==> src/rtl/alu_seq_pkg.sv <==
// Shared encodings for the ALU sequencer: ALU function codes, opcodes, FSM state
// and the decoded control word.
package alu_seq_pkg;

  localparam int DW = 8;
  localparam int FW = 4;

  localparam logic [3:0] ALUS_CLR  = 4'd0;
  localparam logic [3:0] ALUS_ADD  = 4'd1;
  localparam logic [3:0] ALUS_SUB  = 4'd2;
  localparam logic [3:0] ALUS_AND  = 4'd3;
  localparam logic [3:0] ALUS_OR   = 4'd4;
  localparam logic [3:0] ALUS_XOR  = 4'd5;
  localparam logic [3:0] ALUS_INC  = 4'd6;
  localparam logic [3:0] ALUS_DEC  = 4'd7;
  localparam logic [3:0] ALUS_SHR  = 4'd8;
  localparam logic [3:0] ALUS_PASS = 4'd9;
  localparam logic [3:0] ALUS_NEG  = 4'd10;

  localparam logic [3:0] OP_NOP  = 4'd0;
  localparam logic [3:0] OP_LDX  = 4'd1;
  localparam logic [3:0] OP_LDA  = 4'd2;
  localparam logic [3:0] OP_ADD  = 4'd3;
  localparam logic [3:0] OP_SUB  = 4'd4;
  localparam logic [3:0] OP_AND  = 4'd5;
  localparam logic [3:0] OP_OR   = 4'd6;
  localparam logic [3:0] OP_XOR  = 4'd7;
  localparam logic [3:0] OP_INCA = 4'd8;
  localparam logic [3:0] OP_DECA = 4'd9;
  localparam logic [3:0] OP_SHRA = 4'd10;
  localparam logic [3:0] OP_NEGA = 4'd11;
  localparam logic [3:0] OP_CLRA = 4'd12;
  localparam logic [3:0] OP_ADDI = 4'd13;
  localparam logic [3:0] OP_SUBI = 4'd14;
  localparam logic [3:0] OP_STA  = 4'd15;

  typedef enum logic [1:0] {S_IDLE, S_EXEC, S_WB} state_t;
  typedef enum logic [1:0] {XS_ZERO, XS_A, XS_X, XS_IMM} xsel_t;
  typedef enum logic [1:0] {BS_ZERO, BS_A, BS_IMM} bsel_t;
  typedef enum logic [1:0] {DST_NONE, DST_A, DST_X} dst_t;

  typedef struct packed {
    logic [FW-1:0] alus;
    xsel_t         xsel;
    bsel_t         bsel;
    dst_t          dst;
    logic          store;
  } dec_t;

endpackage

==> src/rtl/alu_seq_if.sv <==
// Instruction handshake and result/completion signals between controller and sequencer.
interface alu_seq_if;
  logic       ins_valid;
  logic       ins_ready;
  logic [3:0] ins_op;
  logic [7:0] ins_imm;
  logic       res_valid;
  logic [7:0] res_data;
  logic       done;

  modport master (output ins_valid, ins_op, ins_imm,
                  input  ins_ready, res_valid, res_data, done);
  modport slave  (input  ins_valid, ins_op, ins_imm,
                  output ins_ready, res_valid, res_data, done);
endinterface

==> src/rtl/alu_seq_decode.sv <==
// Combinational opcode decode: ALU function, operand selects, destination, store flag.
module alu_seq_decode
  import alu_seq_pkg::*;
(
  input  logic [3:0] op,
  output dec_t       dec
);

  always_comb begin
    dec = '{alus: ALUS_CLR, xsel: XS_ZERO, bsel: BS_ZERO, dst: DST_NONE, store: 1'b0};
    case (op)
      OP_LDX:  dec = '{ALUS_PASS, XS_ZERO, BS_IMM,  DST_X,    1'b0};
      OP_LDA:  dec = '{ALUS_PASS, XS_ZERO, BS_IMM,  DST_A,    1'b0};
      OP_ADD:  dec = '{ALUS_ADD,  XS_X,    BS_A,    DST_A,    1'b0};
      OP_SUB:  dec = '{ALUS_SUB,  XS_X,    BS_A,    DST_A,    1'b0};
      OP_AND:  dec = '{ALUS_AND,  XS_X,    BS_A,    DST_A,    1'b0};
      OP_OR:   dec = '{ALUS_OR,   XS_X,    BS_A,    DST_A,    1'b0};
      OP_XOR:  dec = '{ALUS_XOR,  XS_X,    BS_A,    DST_A,    1'b0};
      OP_INCA: dec = '{ALUS_INC,  XS_A,    BS_ZERO, DST_A,    1'b0};
      OP_DECA: dec = '{ALUS_DEC,  XS_A,    BS_ZERO, DST_A,    1'b0};
      OP_SHRA: dec = '{ALUS_SHR,  XS_A,    BS_ZERO, DST_A,    1'b0};
      OP_NEGA: dec = '{ALUS_NEG,  XS_A,    BS_ZERO, DST_A,    1'b0};
      OP_CLRA: dec = '{ALUS_CLR,  XS_ZERO, BS_ZERO, DST_A,    1'b0};
      OP_ADDI: dec = '{ALUS_ADD,  XS_A,    BS_IMM,  DST_A,    1'b0};
      OP_SUBI: dec = '{ALUS_SUB,  XS_IMM,  BS_A,    DST_A,    1'b0};
      OP_STA:  dec = '{ALUS_CLR,  XS_ZERO, BS_ZERO, DST_NONE, 1'b1};
      default: ;
    endcase
  end

endmodule

==> src/rtl/alu_sequencer.sv <==
// Accumulator-style sequencer driving an external 8-bit ALU (IDLE -> EXEC -> WB).
// Optional carry flag enabled by defining ALU_SEQ_CARRY_EN.
module alu_sequencer
  import alu_seq_pkg::*;
(
  input  logic          clk,
  input  logic          rst_n,
  alu_seq_if.slave      ins,
  output logic [FW-1:0] alus,
  output logic [DW-1:0] alu_x,
  output logic [DW-1:0] alu_bus,
  input  logic [DW-1:0] alu_dout,
  output logic [DW-1:0] acc,
  output logic [DW-1:0] xreg,
  output logic          flag_z,
  output logic          flag_n,
  output logic          flag_c
);

  state_t        state;
  dec_t          dec, dec_q;
  logic [DW-1:0] x_nxt, bus_nxt;
  logic          done_r, res_valid_r;
  logic [DW-1:0] res_data_r;

  alu_seq_decode u_dec (.op(ins.ins_op), .dec(dec));

  // Operands are sampled at acceptance so EXEC drives pre-write A/X.
  always_comb begin
    x_nxt = '0;
    case (dec.xsel)
      XS_A:    x_nxt = acc;
      XS_X:    x_nxt = xreg;
      XS_IMM:  x_nxt = ins.ins_imm;
      default: x_nxt = '0;
    endcase
    bus_nxt = '0;
    case (dec.bsel)
      BS_A:    bus_nxt = acc;
      BS_IMM:  bus_nxt = ins.ins_imm;
      default: bus_nxt = '0;
    endcase
  end

  assign ins.ins_ready = (state == S_IDLE);
  assign ins.done      = done_r;
  assign ins.res_valid = res_valid_r;
  assign ins.res_data  = res_data_r;

  always_ff @(posedge clk or negedge rst_n) begin
    if (!rst_n) begin
      state       <= S_IDLE;
      dec_q       <= '{alus: ALUS_CLR, xsel: XS_ZERO, bsel: BS_ZERO, dst: DST_NONE, store: 1'b0};
      alus        <= '0;
      alu_x       <= '0;
      alu_bus     <= '0;
      acc         <= '0;
      xreg        <= '0;
      flag_z      <= 1'b0;
      flag_n      <= 1'b0;
      done_r      <= 1'b0;
      res_valid_r <= 1'b0;
      res_data_r  <= '0;
    end else begin
      case (state)
        S_IDLE: begin
          if (ins.ins_valid) begin
            dec_q   <= dec;
            alus    <= dec.alus;
            alu_x   <= x_nxt;
            alu_bus <= bus_nxt;
            state   <= S_EXEC;
          end
        end
        S_EXEC: begin
          alus    <= '0;
          alu_x   <= '0;
          alu_bus <= '0;
          if (dec_q.dst == DST_A) acc  <= alu_dout;
          if (dec_q.dst == DST_X) xreg <= alu_dout;
          if (dec_q.dst != DST_NONE) begin
            flag_z <= (alu_dout == '0);
            flag_n <= alu_dout[DW-1];
          end
          if (dec_q.store) res_data_r <= acc;
          res_valid_r <= dec_q.store;
          done_r      <= 1'b1;
          state       <= S_WB;
        end
        default: begin
          done_r      <= 1'b0;
          res_valid_r <= 1'b0;
          state       <= S_IDLE;
        end
      endcase
    end
  end

`ifdef ALU_SEQ_CARRY_EN
  logic [DW:0] sum9;
  logic        carry_nxt;

  // Carry/borrow derived from the driven operands, independent of the ALU result.
  always_comb begin
    sum9      = {1'b0, alu_bus} + {1'b0, alu_x};
    carry_nxt = 1'b0;
    case (alus)
      ALUS_ADD: carry_nxt = sum9[DW];
      ALUS_SUB: carry_nxt = (alu_bus < alu_x);
      ALUS_INC: carry_nxt = (alu_x == '1);
      ALUS_DEC: carry_nxt = (alu_x == '0);
      default:  carry_nxt = 1'b0;
    endcase
  end

  always_ff @(posedge clk or negedge rst_n) begin
    if (!rst_n)
      flag_c <= 1'b0;
    else if (state == S_EXEC && dec_q.dst != DST_NONE)
      flag_c <= carry_nxt;
  end
`else
  assign flag_c = 1'b0;
`endif

endmodule
==> src/flat_wrapper.sv <==
// flat-port wrapper written by rule: the top's interface ports become plain ports
module alu_sequencer_flat import alu_seq_pkg::*;
  (clk, rst_n, alus, alu_x, alu_bus, alu_dout, acc, xreg, flag_z, flag_n, flag_c, ins_ins_valid, ins_ins_op, ins_ins_imm, ins_ins_ready, ins_res_valid, ins_res_data, ins_done);
  alu_seq_if ins_i ();
  input  logic clk;
  input  logic rst_n;
  output logic [FW-1:0] alus;
  output logic [DW-1:0] alu_x;
  output logic [DW-1:0] alu_bus;
  input  logic [DW-1:0] alu_dout;
  output logic [DW-1:0] acc;
  output logic [DW-1:0] xreg;
  output logic flag_z;
  output logic flag_n;
  output logic flag_c;
  input wire logic [$bits(ins_i.ins_valid)-1:0] ins_ins_valid;
  input wire logic [$bits(ins_i.ins_op)-1:0] ins_ins_op;
  input wire logic [$bits(ins_i.ins_imm)-1:0] ins_ins_imm;
  output wire logic [$bits(ins_i.ins_ready)-1:0] ins_ins_ready;
  output wire logic [$bits(ins_i.res_valid)-1:0] ins_res_valid;
  output wire logic [$bits(ins_i.res_data)-1:0] ins_res_data;
  output wire logic [$bits(ins_i.done)-1:0] ins_done;
  assign ins_i.ins_valid = ins_ins_valid;
  assign ins_i.ins_op = ins_ins_op;
  assign ins_i.ins_imm = ins_ins_imm;
  assign ins_ins_ready = ins_i.ins_ready;
  assign ins_res_valid = ins_i.res_valid;
  assign ins_res_data = ins_i.res_data;
  assign ins_done = ins_i.done;
  alu_sequencer u_core (.clk(clk), .rst_n(rst_n), .ins(ins_i), .alus(alus), .alu_x(alu_x), .alu_bus(alu_bus), .alu_dout(alu_dout), .acc(acc), .xreg(xreg), .flag_z(flag_z), .flag_n(flag_n), .flag_c(flag_c));
endmodule
==> config.mk <==
export PLATFORM = sky130hd
export DESIGN_NAME = alu_sequencer_flat
export DESIGN_NICKNAME = d
export VERILOG_FILES = /design/src/rtl/alu_seq_pkg.sv /design/src/rtl/alu_seq_if.sv /design/src/rtl/alu_seq_decode.sv /design/src/rtl/alu_sequencer.sv /design/src/flat_wrapper.sv
export SDC_FILE = /design/constraint.sdc
export NUM_CORES = 1
export LEC_CHECK = 0
export CORE_AREA = 10 10 114 91
export CTS_CLUSTER_SIZE = 40
export DETAILED_ROUTE_END_ITERATION = 8
export DIE_AREA = 0 0 124 101
export SYNTH_ARGS = -nofsm -noshare
export SYNTH_HDL_FRONTEND = slang
export SYNTH_HIERARCHICAL = 1
export SYNTH_SLANG_ARGS = --single-unit
export TNS_END_PERCENT = 10
==> constraint.sdc <==
create_clock -name clk -period 1.8 [get_ports clk]
set_input_delay 0.36 -clock clk [delete_from_list [all_inputs] [get_ports clk]]
set_output_delay 0.36 -clock clk [all_outputs]
set_load 0.1 [all_outputs]
==> results of run 1 <==
final timing paths:
check,cells past startpoint,end
max in group asynchronous,2,u_core/alus[1]
setup reg to reg,5,u_core/alu_x[7]
hold / removal,2,u_core/alus[0]
min in group clk,2,u_core/dec_q[0]
hold reg to reg,2,u_core/dec_q[0]
setup / recovery,9,u_core/alu_x[7]
cell usage in the layout (no fill, tap or decap), drive strengths merged, types with 2 or more instances in the layout:
| cell | instances |
|---|---|
| ha | 2 |
| a22oi | 8 |
| nor4 | 3 |
| a221o | 8 |
| dlygate4sd2 | 4 |
| clkdlybuf4s50 | 17 |
| buf | 80 |
| nand2 | 32 |
| nor3b | 3 |
| o21ai | 13 |
| dfrtp | 53 |
| nand2b | 3 |
| inv | 10 |
| mux2i | 9 |
| clkbuf | 5 |
| nand3 | 5 |
| nor2 | 13 |
| a21oi | 3 |
| mux2 | 25 |
| a31oi | 2 |
per-stage QoR:
stage	util	setup WS [ns]	area, um2	total power, uW
CTS	0.505	0.0850	4120	7020
detailed placement	0.491	-0.465	4010	6270
global route	0.505	0.0129	4120	7210
global placement	0.491	-0.404	4010	6240
floorplan	-	-0.114	2470	4420
finish	0.505	0.110	4120	6950
power groups by stage:
stage	clock network (uW)	registers [uW]	logic, uW
after global placement	0	2000	4240
after floorplan	0	3890	528
after CTS	759	1980	4270
after detailed placement	0	2000	4260
final	723	1980	4240
after global routing	797	2030	4380
cell usage after synthesis:
cell and n:
buf_1 3, ha_1 2, nor2_1 13, inv_2 3, mux2_2 25, a22o_1 1, nand2_1 32, nand2b_1 2
nand3_1 5, a22oi_1 8, a21oi_1 3, xor2_1 1, nor3b_4 3, nand4bb_1 1, o21ai_2 1, and2b_2 1
or3_1 1, mux2i_1 9, conb_1 1, o22ai_1 1, inv_1 5, dfrtp_1 53, clkbuf_1 2, nor3_1 1
buf_6 3, buf_4 4, nor4_1 2, o21bai_1 1, o21ai_1 1, nand2b_4 1, xnor2_1 1, o21ai_0 11
or3b_1 1, a31oi_1 2, a221o_1 8, nor4_4 1
state kept, by name, summed over array words and instances (netlist names):
signal	cells
u_core/alu_x	8
u_core/ins.res_valid	1
u_core/state	2
u_core/dec_q	3
u_core/xreg	8
u_core/ins.res_data	8
u_core/ins.done	1
u_core/alus	4
u_core/acc	8
u_core/flag_z	1
u_core/alu_bus	8
u_core/flag_n	1
area by class of cell:
cell class	count	area (um2)	share of cell area
repair buffers	101	1480	0.360
flip-flops and latches	53	1330	0.322
multi-input cells	140	1050	0.255
well taps	108	135	0.0328
clock buffers	5	68.8	0.0167
inverters	8	30.0	0.00728
clock inverters	3	28.8	0.00698
cell families after synthesis:
family / synth area share
AND/OR/NAND/NOR: 0.142
XOR/XNOR: 0.00710
other: 0.00152
buffers and inverters: 0.0457
adder cells (fa/ha/maj): 0.0101
AO/OA/AOI/OAI: 0.105
multiplexers: 0.151
flip-flops: 0.538
metal layers:
| metal | global-route usage | vias up | part of all wire |
|---|---|---|---|
| li1 | - | 943 | - |
| met1 | 0.165 | 992 | 0.45 |
| met2 | 0.189 | 61 | 0.47 |
| met3 | 0.0364 | 2 | 0.069 |
| met4 | 0.0336 | 0 | 0.0068 |
| met5 | 0 | - | 0 |
critical path: stages:
cell           delay, ns
dlygate4sd2_1       0.29
and2b_2             0.23
a21oi_2             0.12
o22ai_2             0.08
buf_4               0.16
nand4bb_1           0.13
buf_6               0.16
nor2_1              0.06
a221o_1             0.29
what timing repair did:
item,CTS,global route
pin swaps,2,0
resized for setup,10,1
setup endpoints to repair,16,1
==> out/metrics.yaml, run 1 <==
layout:
  nets: 334
  fin_cells: 418
  drive_above_1_share: 0.416
  area_growth_pct: 67.2
  diodes: 0
  nFillCells: 739
timing:
  timing.hold.ws_ns: 0.0162
  setup_violations: 0
  clock.fmax_mhz: 592
  fin_crit_sh: 0.939
  finClkSkew_ns: 0.00943
  slew_violations: 0
  rsz0062_at_grt: "false"
  finalSetupTns_ns: 0
  hold_viol: 0
  fin_crit_ns: 1.69
clock_network:
  worst_skew_pair.late_latency_ns: 0.31
  clock_tree.root_cell: "clkbuf_8"
  cts_buffers: 5
  clock_sinks: 53
  post_cts_buffers: 0
  cts_tree: "yes"
  clock_path_buffers: 2
  path_clk_slew_ns: 0.10
  htreeDepth: 2
  hold_buffers: 0
global_route:
  grt_overflow: 0
  grt_usage: 0.123
  grt_pass1_vias: 2157
  grt_max_degree: 54
  grt_pass1_wl_um: 12100
  antenna_found_initial: 0
synth:
  yosysWarnings: 6
  netlist_area_mm2: 0.00247
  synth_top_area_frac: 0.538
  synth.net_count: 238
  synthTopCellsByArea: "dfrtp_1, mux2_2, nand2_1, mux2i_1, a221o_1"
  avgSynthCellArea_um2: 11.6
  yosysUniqueCellTypes: 36
  synth_area_leader_cell: "dfrtp_1"
  seq_area_frac_synth: 0.538
  ys_ff_latch: 53
  syn-instance-count: 213
setup_path:
  reg2reg_from: "u_core/state[1]"
  cp.arrival_ns: 1.88
  path_class: "input port to flip-flop"
  required_ns: 1.99
  cp-startpoint: "ins_ins_op[0]"
  r2r_slack_ns: 0.14
  crit_path_end_kind: "flip-flop"
  cp_max_fo: 8
  crit_path_start_kind: "input port"
die:
  die_w_um: 124
  die_h_um: 101
  io_pins: 73
  start_util: 0.302
  core_area_mm2: 0.00816
  die_area_mm2: 0.0125
  core.rowCount: 29
run_status:
  status: "completed"
power_and_ir_drop:
  p_leak_uw: 0.00187
  internal_power_uw: 3330
  power.density_mw_per_mm2: 1690
  pwr-share-clk: 0.104
  seq_power_share: 0.285
  p_comb_frac: 0.611
  peakVddDrop_mv: 1.22
  p_sw_frac: 0.521
  switchingPower_uw: 3620
detailed_routing:
  antenna_left: 0
  dr_total_vias: 1998
  wl_um: 7470
  dr.pass1.iters: 4
  drcViolationCount: 0
  viasPerCell: 4.78
  wl_per_cell_um: 17.9
  drt_iter0_drc: 83
placed_design:
  numPortBuffers: 71
  dp.cells: 410
  dp_hpwl_um: 5890
  gp_congestion: 0.843
min_path:
  hold_path.class: "input port to asynchronous set/reset pin"
job:
  cap_violations: 0
No activity file was read; power rests on OpenSTA's default activity.
==> run 2: changes to the inputs <==
Settings changed: CELL_PAD_IN_SITES_DETAIL_PLACEMENT from default to 0, CELL_PAD_IN_SITES_GLOBAL_PLACEMENT from default to 1, CORE_AREA 10 10 114 91 to 4 4 108 85, DIE_AREA 0 0 124 101 to 0 0 112 89, PLACE_DENSITY_LB_ADDON from default to 0.1.
==> run 2 against run 1 <==
Compared with the run above:
- design area up 0.33%
- die area decreased by 20%
- largest power group unchanged
- largest cell class unchanged
- clock skew shrank 0.0016 ns
- register-to-register slack improved by 0.02 ns
- flip-flop and latch count stayed put
- first-iteration DRC count increased by 19%
- highest routed layer unchanged
- fmax is 0.42% higher
==> out/metrics.yaml, run 2 (same netlist as run 1, synthesis figures left out) <==
timing:
  setup_violations: 0
  rsz0062_at_grt: "false"
  fin_crit_sh: 0.935
  slew_violations: 0
  timing.hold.ws_ns: 0.0248
  fin_crit_ns: 1.68
  finClkSkew_ns: 0.00788
  hold_viol: 0
  fin_ws_ns: 0.117
  clock.fmax_mhz: 594
clock_network:
  htreeDepth: 2
  hold_buffers: 0
  cts_buffers: 5
  clock_sinks: 53
  clock_path_buffers: 2
  worst_skew_pair.late_latency_ns: 0.31
  post_cts_buffers: 0
  path_clk_slew_ns: 0.10
  clock_tree.root_cell: "clkbuf_8"
  cts_tree: "yes"
layout:
  fin_cells: 422
  fin_area_mm2: 0.00414
  nFillCells: 730
  area_growth_pct: 67.7
  layout_commonest_cell: "dfrtp_1"
  drive_above_1_share: 0.427
  layout_common_cells: "dfrtp_1, buf_12, nand2_1, buf_4, mux2_2"
  diodes: 0
  nets: 338
die:
  start_util: 0.302
  die_w_um: 112
  die_area_mm2: 0.00997
  core_area_mm2: 0.00816
  core.rowCount: 29
  io_pins: 73
  die_h_um: 89
global_route:
  grt_usage: 0.145
  grt_max_degree: 54
  grt_pass1_wl_um: 11200
  antenna_found_initial: 0
  grt_overflow: 0
  grt_pass1_vias: 2042
setup_path:
  r2r_slack_ns: 0.16
  reg2reg_from: "u_core/state[1]"
  cp_slowest_stage_delay_ns: 0.28
  slowest_stage: "dlygate4sd2_1"
  worstPathCellList: "dlygate4sd2_1, inv_2, nand2_1, a31oi_2, buf_4, mux2i_1, nor2_1, a221o_1"
  crit_path_start_kind: "input port"
  worstRegToRegCells: 5
  cp.arrival_ns: 1.88
  path_class: "input port to flip-flop"
  path_buf_inv: 3
  path_delay_family: "buffers and inverters"
  crit_path_end_kind: "flip-flop"
  cp-startpoint: "ins_ins_op[1]"
  required_ns: 2.00
  cp_max_fo: 5
  r2r_end: "u_core/ins.res_data[4]"
detailed_routing:
  drt_iter0_drc: 99
  drcViolationCount: 0
  dr_total_vias: 1961
  wl_um: 7070
  antenna_left: 0
  wl_per_cell_um: 16.8
  viasPerCell: 4.65
  dr.pass1.iters: 4
placed_design:
  placed_area_mm2: 0.00400
  gp_congestion: 0.812
  dp_slack_ns: -0.570
  dp_hpwl_um: 5510
  dp.cells: 413
  numPortBuffers: 71
power_and_ir_drop:
  p_leak_uw: 0.00188
  power.density_mw_per_mm2: 1670
  p_total_uw: 6910
  peakVddDrop_mv: 1.26
job:
  cap_violations: 0
min_path:
  hold_path.class: "input port to asynchronous set/reset pin"
run_status:
  status: "completed"
==> run 2: worst max path at each step <==
stage	cells past startpoint	endpoint
final	8	u_core/alu_x[5]
after global routing	8	u_core/alu_x[1]
after CTS	5	u_core/ins.res_data[4]
after detailed placement	8	u_core/alu_bus[4]
after global placement	8	u_core/alu_bus[1]
after floorplan	8	u_core/alu_x[0]
==> run 2: stage by stage <==
step	TNS [ns]	utilization
2_1_floorplan	-0.910	-
3_3_place_gp	-7.73	0.490
3_5_place_dp	-8.61	0.490
4_1_cts	0	0.507
5_1_grt	0	0.507
6_report	0	0.507
==> run 2: power breakdown <==
part           switching, uW  internal, uW
logic                   2680          1540
clock network            423           282
registers                491          1490
==> run 2: layer usage <==
metal	track usage	routed length [um]	up-vias
li1	-	-	957
met5	0	0	-
met1	0.209	3540	946
met2	0.221	3170	50
met4	0.0306	74	0
met3	0.0365	290	8
==> run 2: timing repair <==
item                                    in CTS  in global routing
endpoints found under the setup margin      16                  0
gates resized for setup                     18                  0
endpoints found under the hold margin        0                  0
==> run 2: final cells by class <==
cell class              instances  area (um2)  share of cell area
well taps                     108         135              0.0327
multi-input cells             140        1060               0.256
clock inverters                 3        25.0             0.00605
flip-flops and latches         53        1330               0.321
repair buffers                105        1490               0.361
clock buffers                   5        68.8              0.0166
inverters                       8        30.0             0.00726
